## src/rtl/axi_bench_gen_if.sv

```systemverilog
// AXI4 master-side channel bundle for the benchmark traffic generator.
// The master modport belongs to the generator, the slave modport to the memory side.
interface axi_bench_gen_if #(
    parameter int ADDR_WIDTH = 33,
    parameter int DATA_WIDTH = 512,
    parameter int ID_WIDTH   = 1
);
    logic [ADDR_WIDTH-1:0]   araddr;
    logic [7:0]              arlen;
    logic [2:0]              arsize;
    logic [1:0]              arburst;
    logic [ID_WIDTH-1:0]     arid;
    logic                    arvalid;
    logic                    arready;

    logic [DATA_WIDTH-1:0]   rdata;
    logic [1:0]              rresp;
    logic                    rlast;
    logic                    rvalid;
    logic                    rready;

    logic [ADDR_WIDTH-1:0]   awaddr;
    logic [7:0]              awlen;
    logic [2:0]              awsize;
    logic [1:0]              awburst;
    logic [ID_WIDTH-1:0]     awid;
    logic                    awvalid;
    logic                    awready;

    logic [DATA_WIDTH-1:0]   wdata;
    logic [DATA_WIDTH/8-1:0] wstrb;
    logic                    wlast;
    logic                    wvalid;
    logic                    wready;

    logic [1:0]              bresp;
    logic                    bvalid;
    logic                    bready;

    modport master (
        output araddr, arlen, arsize, arburst, arid, arvalid,
        input  arready,
        input  rdata, rresp, rlast, rvalid,
        output rready,
        output awaddr, awlen, awsize, awburst, awid, awvalid,
        input  awready,
        output wdata, wstrb, wlast, wvalid,
        input  wready,
        input  bresp, bvalid,
        output bready
    );

    modport slave (
        input  araddr, arlen, arsize, arburst, arid, arvalid,
        output arready,
        output rdata, rresp, rlast, rvalid,
        input  rready,
        input  awaddr, awlen, awsize, awburst, awid, awvalid,
        output awready,
        input  wdata, wstrb, wlast, wvalid,
        output wready,
        output bresp, bvalid,
        input  bready
    );
endinterface

```

## src/rtl/axi_bench_gen.sv

```systemverilog
// AXI4 read-only / write-only burst traffic generator for one memory channel.
// Issues num_ops INCR bursts at base_addr + i*stride, bounded by MAX_OUTSTANDING, and measures the run.
module axi_bench_gen #(
    parameter int ADDR_WIDTH      = 33,
    parameter int DATA_WIDTH      = 512,
    parameter int ID_WIDTH        = 1,
    parameter int MAX_OUTSTANDING = 16
) (
    input  logic                  clk,
    input  logic                  arst,
    input  logic                  start,
    input  logic                  mode,
    input  logic [ADDR_WIDTH-1:0] base_addr,
    input  logic [ADDR_WIDTH-1:0] stride,
    input  logic [7:0]            burst_len,
    input  logic [31:0]           num_ops,
    output logic                  busy,
    output logic                  done,
    output logic                  err,
    output logic [47:0]           cycles,
    output logic [47:0]           beats,
    axi_bench_gen_if.master       axi
);
    localparam logic [2:0] SIZE_VAL = 3'($clog2(DATA_WIDTH / 8));
    localparam int         PW       = $clog2(MAX_OUTSTANDING) + 1;

    typedef enum logic [1:0] {IDLE, RUN, DONE} state_t;

    state_t                state_q, state_d;
    logic                  mode_q;
    logic [ADDR_WIDTH-1:0] stride_q;
    logic [ADDR_WIDTH-1:0] addr_q;
    logic [ADDR_WIDTH-1:0] next_addr_q;
    logic [7:0]            len_q;
    logic [31:0]           num_q;
    logic [31:0]           issued_q;
    logic [31:0]           completed_q;
    logic [31:0]           completed_next;
    logic [PW-1:0]         pending_w_q;
    logic [7:0]            wbeat_q;
    logic                  avalid_q;

    logic a_hs, r_hs, w_hs, b_hs, cpl, can_issue, load;
    logic wvalid_int, wlast_int;
    logic unused_rdata;

    assign a_hs       = avalid_q && (mode_q ? axi.awready : axi.arready);
    assign r_hs       = axi.rvalid && axi.rready;
    assign w_hs       = wvalid_int && axi.wready;
    assign b_hs       = axi.bvalid && axi.bready;
    assign cpl        = mode_q ? b_hs : (r_hs && axi.rlast);
    assign completed_next = completed_q + 32'(cpl);

    // issued counts bursts as soon as they are presented, so the presented one already holds a slot
    assign can_issue  = (issued_q < num_q) &&
                        ((issued_q - completed_q) < 32'(MAX_OUTSTANDING));
    assign load       = (state_q == RUN) && (!avalid_q || a_hs) && can_issue;

    assign wvalid_int = (state_q == RUN) && mode_q && (pending_w_q != '0);
    assign wlast_int  = wvalid_int && (wbeat_q == len_q);

    always_ff @(posedge clk or posedge arst) begin
        if (arst) state_q <= IDLE;
        else      state_q <= state_d;
    end

    // NOTE: every combinational output gets a default first so no path can infer a latch.
    always_comb begin
        state_d = state_q;
        case (state_q)
            IDLE: if (start) state_d = (num_ops == 32'd0) ? DONE : RUN;
            RUN:  if (completed_next == num_q) state_d = DONE;
            DONE: state_d = IDLE;
            default: state_d = IDLE;
        endcase
    end

    // NOTE: sequential state is updated with non-blocking assignments only.
    always_ff @(posedge clk or posedge arst) begin
        if (arst) begin
            mode_q      <= 1'b0;
            stride_q    <= '0;
            addr_q      <= '0;
            next_addr_q <= '0;
            len_q       <= '0;
            num_q       <= '0;
            issued_q    <= '0;
            completed_q <= '0;
            pending_w_q <= '0;
            wbeat_q     <= '0;
            avalid_q    <= 1'b0;
            err         <= 1'b0;
            cycles      <= '0;
            beats       <= '0;
        end else if (state_q == IDLE && start) begin
            mode_q      <= mode;
            stride_q    <= stride;
            len_q       <= burst_len;
            num_q       <= num_ops;
            completed_q <= '0;
            pending_w_q <= '0;
            wbeat_q     <= '0;
            err         <= 1'b0;
            cycles      <= '0;
            beats       <= '0;
            // First burst is presented straight away so valid rises the cycle after acceptance
            if (num_ops != 32'd0) begin
                avalid_q    <= 1'b1;
                addr_q      <= base_addr;
                next_addr_q <= base_addr + stride;
                issued_q    <= 32'd1;
            end else begin
                avalid_q    <= 1'b0;
                issued_q    <= '0;
            end
        end else if (state_q == RUN) begin
            cycles      <= cycles + 48'd1;
            completed_q <= completed_next;
            if (load) begin
                avalid_q    <= 1'b1;
                addr_q      <= next_addr_q;
                next_addr_q <= next_addr_q + stride_q;
                issued_q    <= issued_q + 32'd1;
            end else if (a_hs) begin
                avalid_q <= 1'b0;
            end
            if (r_hs || w_hs) beats <= beats + 48'd1;
            if ((r_hs && axi.rresp != 2'b00) || (b_hs && axi.bresp != 2'b00)) err <= 1'b1;
            case ({a_hs && mode_q, w_hs && wlast_int})
                2'b10:   pending_w_q <= pending_w_q + PW'(1);
                2'b01:   pending_w_q <= pending_w_q - PW'(1);
                default: pending_w_q <= pending_w_q;
            endcase
            if (w_hs) wbeat_q <= wlast_int ? 8'd0 : wbeat_q + 8'd1;
        end
    end

    assign busy = (state_q == RUN);
    assign done = (state_q == DONE);

    // Address payloads are zeroed while idle so the unused channel stays quiet
    assign axi.arvalid = avalid_q && !mode_q;
    assign axi.araddr  = axi.arvalid ? addr_q   : '0;
    assign axi.arlen   = axi.arvalid ? len_q    : '0;
    assign axi.arsize  = axi.arvalid ? SIZE_VAL : '0;
    assign axi.arburst = 2'b01;
    assign axi.arid    = '0;

    assign axi.awvalid = avalid_q && mode_q;
    assign axi.awaddr  = axi.awvalid ? addr_q   : '0;
    assign axi.awlen   = axi.awvalid ? len_q    : '0;
    assign axi.awsize  = axi.awvalid ? SIZE_VAL : '0;
    assign axi.awburst = 2'b01;
    assign axi.awid    = '0;

    assign axi.wvalid  = wvalid_int;
    assign axi.wlast   = wlast_int;
    assign axi.wdata   = {(DATA_WIDTH / 32){beats[31:0]}};
    assign axi.wstrb   = wvalid_int ? '1 : '0;

    assign axi.rready  = (state_q == RUN) && !mode_q;
    assign axi.bready  = (state_q == RUN) && mode_q;

    assign unused_rdata = ^axi.rdata;
endmodule

```

## src/flat_wrapper.sv

```systemverilog
// flat-port wrapper written by rule: the top's interface ports become plain ports
module axi_bench_gen_flat 
#(
    parameter int ADDR_WIDTH      = 33,
    parameter int DATA_WIDTH      = 512,
    parameter int ID_WIDTH        = 1,
    parameter int MAX_OUTSTANDING = 16
)
  (clk, arst, start, mode, base_addr, stride, burst_len, num_ops, busy, done, err, cycles, beats, axi_araddr, axi_arlen, axi_arsize, axi_arburst, axi_arid, axi_arvalid, axi_arready, axi_rdata, axi_rresp, axi_rlast, axi_rvalid, axi_rready, axi_awaddr, axi_awlen, axi_awsize, axi_awburst, axi_awid, axi_awvalid, axi_awready, axi_wdata, axi_wstrb, axi_wlast, axi_wvalid, axi_wready, axi_bresp, axi_bvalid, axi_bready);
  axi_bench_gen_if #(.ADDR_WIDTH(ADDR_WIDTH), .DATA_WIDTH(DATA_WIDTH), .ID_WIDTH(ID_WIDTH)) axi_i ();
  input  logic clk;
  input  logic arst;
  input  logic start;
  input  logic mode;
  input  logic [ADDR_WIDTH-1:0] base_addr;
  input  logic [ADDR_WIDTH-1:0] stride;
  input  logic [7:0] burst_len;
  input  logic [31:0] num_ops;
  output logic busy;
  output logic done;
  output logic err;
  output logic [47:0] cycles;
  output logic [47:0] beats;
  output wire logic [$bits(axi_i.araddr)-1:0] axi_araddr;
  output wire logic [$bits(axi_i.arlen)-1:0] axi_arlen;
  output wire logic [$bits(axi_i.arsize)-1:0] axi_arsize;
  output wire logic [$bits(axi_i.arburst)-1:0] axi_arburst;
  output wire logic [$bits(axi_i.arid)-1:0] axi_arid;
  output wire logic [$bits(axi_i.arvalid)-1:0] axi_arvalid;
  input wire logic [$bits(axi_i.arready)-1:0] axi_arready;
  input wire logic [$bits(axi_i.rdata)-1:0] axi_rdata;
  input wire logic [$bits(axi_i.rresp)-1:0] axi_rresp;
  input wire logic [$bits(axi_i.rlast)-1:0] axi_rlast;
  input wire logic [$bits(axi_i.rvalid)-1:0] axi_rvalid;
  output wire logic [$bits(axi_i.rready)-1:0] axi_rready;
  output wire logic [$bits(axi_i.awaddr)-1:0] axi_awaddr;
  output wire logic [$bits(axi_i.awlen)-1:0] axi_awlen;
  output wire logic [$bits(axi_i.awsize)-1:0] axi_awsize;
  output wire logic [$bits(axi_i.awburst)-1:0] axi_awburst;
  output wire logic [$bits(axi_i.awid)-1:0] axi_awid;
  output wire logic [$bits(axi_i.awvalid)-1:0] axi_awvalid;
  input wire logic [$bits(axi_i.awready)-1:0] axi_awready;
  output wire logic [$bits(axi_i.wdata)-1:0] axi_wdata;
  output wire logic [$bits(axi_i.wstrb)-1:0] axi_wstrb;
  output wire logic [$bits(axi_i.wlast)-1:0] axi_wlast;
  output wire logic [$bits(axi_i.wvalid)-1:0] axi_wvalid;
  input wire logic [$bits(axi_i.wready)-1:0] axi_wready;
  input wire logic [$bits(axi_i.bresp)-1:0] axi_bresp;
  input wire logic [$bits(axi_i.bvalid)-1:0] axi_bvalid;
  output wire logic [$bits(axi_i.bready)-1:0] axi_bready;
  assign axi_araddr = axi_i.araddr;
  assign axi_arlen = axi_i.arlen;
  assign axi_arsize = axi_i.arsize;
  assign axi_arburst = axi_i.arburst;
  assign axi_arid = axi_i.arid;
  assign axi_arvalid = axi_i.arvalid;
  assign axi_i.arready = axi_arready;
  assign axi_i.rdata = axi_rdata;
  assign axi_i.rresp = axi_rresp;
  assign axi_i.rlast = axi_rlast;
  assign axi_i.rvalid = axi_rvalid;
  assign axi_rready = axi_i.rready;
  assign axi_awaddr = axi_i.awaddr;
  assign axi_awlen = axi_i.awlen;
  assign axi_awsize = axi_i.awsize;
  assign axi_awburst = axi_i.awburst;
  assign axi_awid = axi_i.awid;
  assign axi_awvalid = axi_i.awvalid;
  assign axi_i.awready = axi_awready;
  assign axi_wdata = axi_i.wdata;
  assign axi_wstrb = axi_i.wstrb;
  assign axi_wlast = axi_i.wlast;
  assign axi_wvalid = axi_i.wvalid;
  assign axi_i.wready = axi_wready;
  assign axi_i.bresp = axi_bresp;
  assign axi_i.bvalid = axi_bvalid;
  assign axi_bready = axi_i.bready;
  axi_bench_gen #(.ADDR_WIDTH(ADDR_WIDTH), .DATA_WIDTH(DATA_WIDTH), .ID_WIDTH(ID_WIDTH), .MAX_OUTSTANDING(MAX_OUTSTANDING)) u_core (.clk(clk), .arst(arst), .start(start), .mode(mode), .base_addr(base_addr), .stride(stride), .burst_len(burst_len), .num_ops(num_ops), .busy(busy), .done(done), .err(err), .cycles(cycles), .beats(beats), .axi(axi_i));
endmodule
```

## config.mk

```make
export PLATFORM = sky130hd
export DESIGN_NAME = axi_bench_gen_flat
export DESIGN_NICKNAME = d
export VERILOG_FILES = /design/src/rtl/axi_bench_gen_if.sv /design/src/rtl/axi_bench_gen.sv /design/src/flat_wrapper.sv
export SDC_FILE = /design/constraint.sdc
export NUM_CORES = 1
export LEC_CHECK = 0
export CAP_MARGIN = 10
export CORE_AREA = 2 2 555 557
export CTS_CLUSTER_SIZE = 24
export DETAILED_ROUTE_END_ITERATION = 12
export DIE_AREA = 0 0 557 559
export PLACE_DENSITY = 0.3
export SYNTH_ARGS = -nofsm -noshare
export SYNTH_HDL_FRONTEND = slang
export SYNTH_SLANG_ARGS = --single-unit
```

## constraint.sdc

```tcl
create_clock -name clk -period 14.3 [get_ports clk]
set_clock_uncertainty 0.1 [all_clocks]
set_input_delay 2.86 -clock clk [delete_from_list [all_inputs] [get_ports clk]]
set_output_delay 2.86 -clock clk [all_outputs]
set_load 0.02 [all_outputs]
```

==> out/qor.yml <==
wl_mm: 125.8
min_period_ps: 7832
vias: 23820
fp.dieW_um: 557
finalCritPeriodShare: 0.5477
ys_types: 81
met2_length_mm: 63.93
peakVddDrop_v: 0.00007660
die_area_um2: 311400
multi_input_area_um2: 13650
clockBufferDepth: 3
crit_required_ps: 14690
end_kind: "register"
grt_max_degree: 122
drive_gt1_frac: 0.05060
drt_iter0_drc: 1091
grt_setup_unrepaired: "no"
cp.arrival_ps: 8220
synth_edf_count: 0
finalNonFillerCells: 7662
synth_area_leaders: "dfrtp_1 30%, buf_4 16%, ha_1 6.3%"
fp-row-count: 203
ys_async_sr_fraction: 1.000
clkTransAtPathRegs_ps: 50
vias_per_cell: 3.109
gp_congestion: 0.7761
grt_pass1_vias: 22990
synth_area_leader_cell: "dfrtp_1"
power_density_nw_per_um2: 82.17
cts_made_buffers: 47
first_pass_iters: 5
path_class: "input pin to register"
tritoncts: "yes"
avgSynthCellArea_um2: 8.216
finalSetupViolCount: 0
layout.nets: 4293
finalSetupTns_ps: 0
synthFlopType: "dfrtp_1"
initial_core_util: 0.08791
synth.top_cell.area_share: 0.2958
netlist_instances: 3264
grt_antenna_before_repair: 40
holdBufCountCts: 0
synthTopCellsByCount: "588 x buf_4, 358 x nand2_1, 317 x dfrtp_1, 233 x o21ai_0, 180 x nor2_1"
clkSinkCount: 317
io_buffers: 886
hold_viol_final: 0
syn_to_final_growth_pct: 41.02
met3_length_mm: 7.049
cts-root-buf: "clkbuf_16"
place_hpwl_mm: 100.0
grt_pass1_wl_mm: 177.1
leakage_nw: 14.83
clkLatencyLatePin_ps: 650
worstMarginPinSlew_ps: 1172
fill_cells: 34770
fmax_ghz: 0.1277
yosys_warnings: 0
io_pins: 1407
wl_met1_mm: 52.15
syn_area_um2: 26820
wl_per_cell_um: 16.42
critPathLaunchType: "input pin"
cts_resized: 0
track_usage: 0.07769
yosysMostFrequentCell: "buf_4"
cts_htree_levels: 2
synth_seq_cells: 317
drtAntennaViolNets: 0
grt_overflow_total: 0
highest-signal-layer: "met5"
relSlewSlack: 0.2124
core_area_um2: 305000
hp-class: "register to register"
path_max_fanout: 7
seq_area_um2: 7934
max_cap_violations: 0
ys_seq_area_frac: 0.2958
status: "finished, final reports clean"
report.final.slew_viol_count: 0
drc: 0
die_y_um: 559
dp_cells: 7575
postCtsSetupBuffers: 0
sequential cells by signal, summed over array words and instances, names as in the netlist:
name	count
u_core.wbeat_q	8
u_core.len_q	8
u_core.num_q	32
u_core.avalid_q	1
u_core.pending_w_q	5
u_core.completed_q	32
u_core.mode_q	1
u_core.stride_q	33
u_core.beats	48
u_core.state_q	2
u_core.issued_q	32
u_core.err	1
u_core.cycles	48
u_core.addr_q	33
u_core.next_addr_q	33
metal layers:
layer,global-route usage,vias to the layer above
met5,0,-
met4,0.01662,10
met3,0.01551,149
met2,0.1429,788
met1,0.09158,11530
li1,-,11340
where the power goes:
part,internal (W),total (W),switching (W)
logic,0.000397,0.000873,0.000476
registers,0.000917,0.00101,0.0000880
clock network,0.000714,0.00123,0.000516
final cells by class:
type	count	area share
Multi-Input combinational cell	2136	0.3610
Timing Repair Buffer	920	0.2416
Sequential cell	317	0.2098
Tap cell	4100	0.1357
Clock buffer	68	0.03689
Inverter	102	0.01032
Clock inverter	14	0.004400
Antenna cell	5	0.0003309
worst max-delay path: stages:
cell and delay [ps]:
clkdlybuf4s50_1 470, nor2b_1 350, a22oi_1 270, nor2_1 240, ha_1 230, ha_1 260
nand3_1 180, nor3_1 180, buf_4 220, nand4_1 400, nor3_1 700, and3_1 360
xnor2_1 170, nor3_1 220, nand3_1 180, a2111oi_2 730, o21ai_0 160
kinds of logic after synthesis:
family,share of synthesized area
and+or+nand+nor,0.2010
buffers and inverters,0.1979
AOI/OAI and AO/OA,0.1476
DFF,0.2958
xor gates and xnor gates,0.05161
adders and majority gates,0.06476
muxes,0.04106
other,0.0002801
stage by stage:
stage	utilization	total power (W)	hold WS [ps]	instance area, um^2	worst slack [ps]
2_1_floorplan	-	0.001622	349.7	26840	2569
3_3_place_gp	0.1188	0.001920	373.5	36240	5430
3_5_place_dp	0.1188	0.001909	370.0	36240	5521
4_1_cts	0.1239	0.003191	383.1	37800	6238
5_1_grt	0.1239	0.003268	392.3	37810	6073
6_report	0.1240	0.003107	378.6	37820	6468
worst paths after layout:
| kind | slack (ps) | endpoint | from | cells past startpoint |
|---|---|---|---|---|
| worst max-delay path | 6470 | u_core.state_q[0]$_DFFE_PP0P_ | axi_rvalid | 17 |
| worst min-delay path | 380 | u_core.stride_q[18]$_DFFE_PP0P_ | u_core.stride_q[18]$_DFFE_PP0P_ | 2 |
| worst max register to register | 7900 | u_core.next_addr_q[21]$_DFFE_PP0P_ | u_core.completed_q[18]$_DFFE_PP0P_ | 15 |
| worst min register to register | 380 | u_core.stride_q[18]$_DFFE_PP0P_ | u_core.stride_q[18]$_DFFE_PP0P_ | 2 |
| max in group asynchronous | 9590 | u_core.stride_q[26]$_DFFE_PP0P_ | arst | 4 |
| min in group asynchronous | 2610 | u_core.beats[32]$_DFFE_PP0P_ | arst | 2 |
cell usage in the layout (no fill, tap or decap), types with 13 or more instances in the layout:
cell | Yosys | final
o211ai_1 | 27 | 27
mux2i_1 | 62 | 62
nand2_1 | 358 | 357
nand3_1 | 155 | 155
o21bai_1 | 14 | 13
clkbuf_8 | 0 | 14
or4_1 | 14 | 13
and3_1 | 74 | 74
inv_1 | 102 | 99
o31ai_1 | 27 | 27
xnor2_1 | 68 | 68
nor4_1 | 28 | 26
nand2b_1 | 34 | 33
and4_1 | 13 | 13
xor2_1 | 90 | 90
dfrtp_1 | 317 | 316
a211oi_1 | 26 | 26
nor2_1 | 180 | 180
clkbuf_16 | 0 | 47
nor3_1 | 46 | 46
and2_1 | 50 | 48
nand4_1 | 75 | 75
or3_1 | 27 | 27
o21a_1 | 20 | 20
o21ai_0 | 233 | 233
ha_1 | 134 | 134
mux2_4 | 23 | 23
a21o_1 | 51 | 51
clkdlybuf4s50_1 | 0 | 886
buf_4 | 588 | 33
a21oi_1 | 138 | 138
Note: power is estimated with default switching activity, not from simulation.
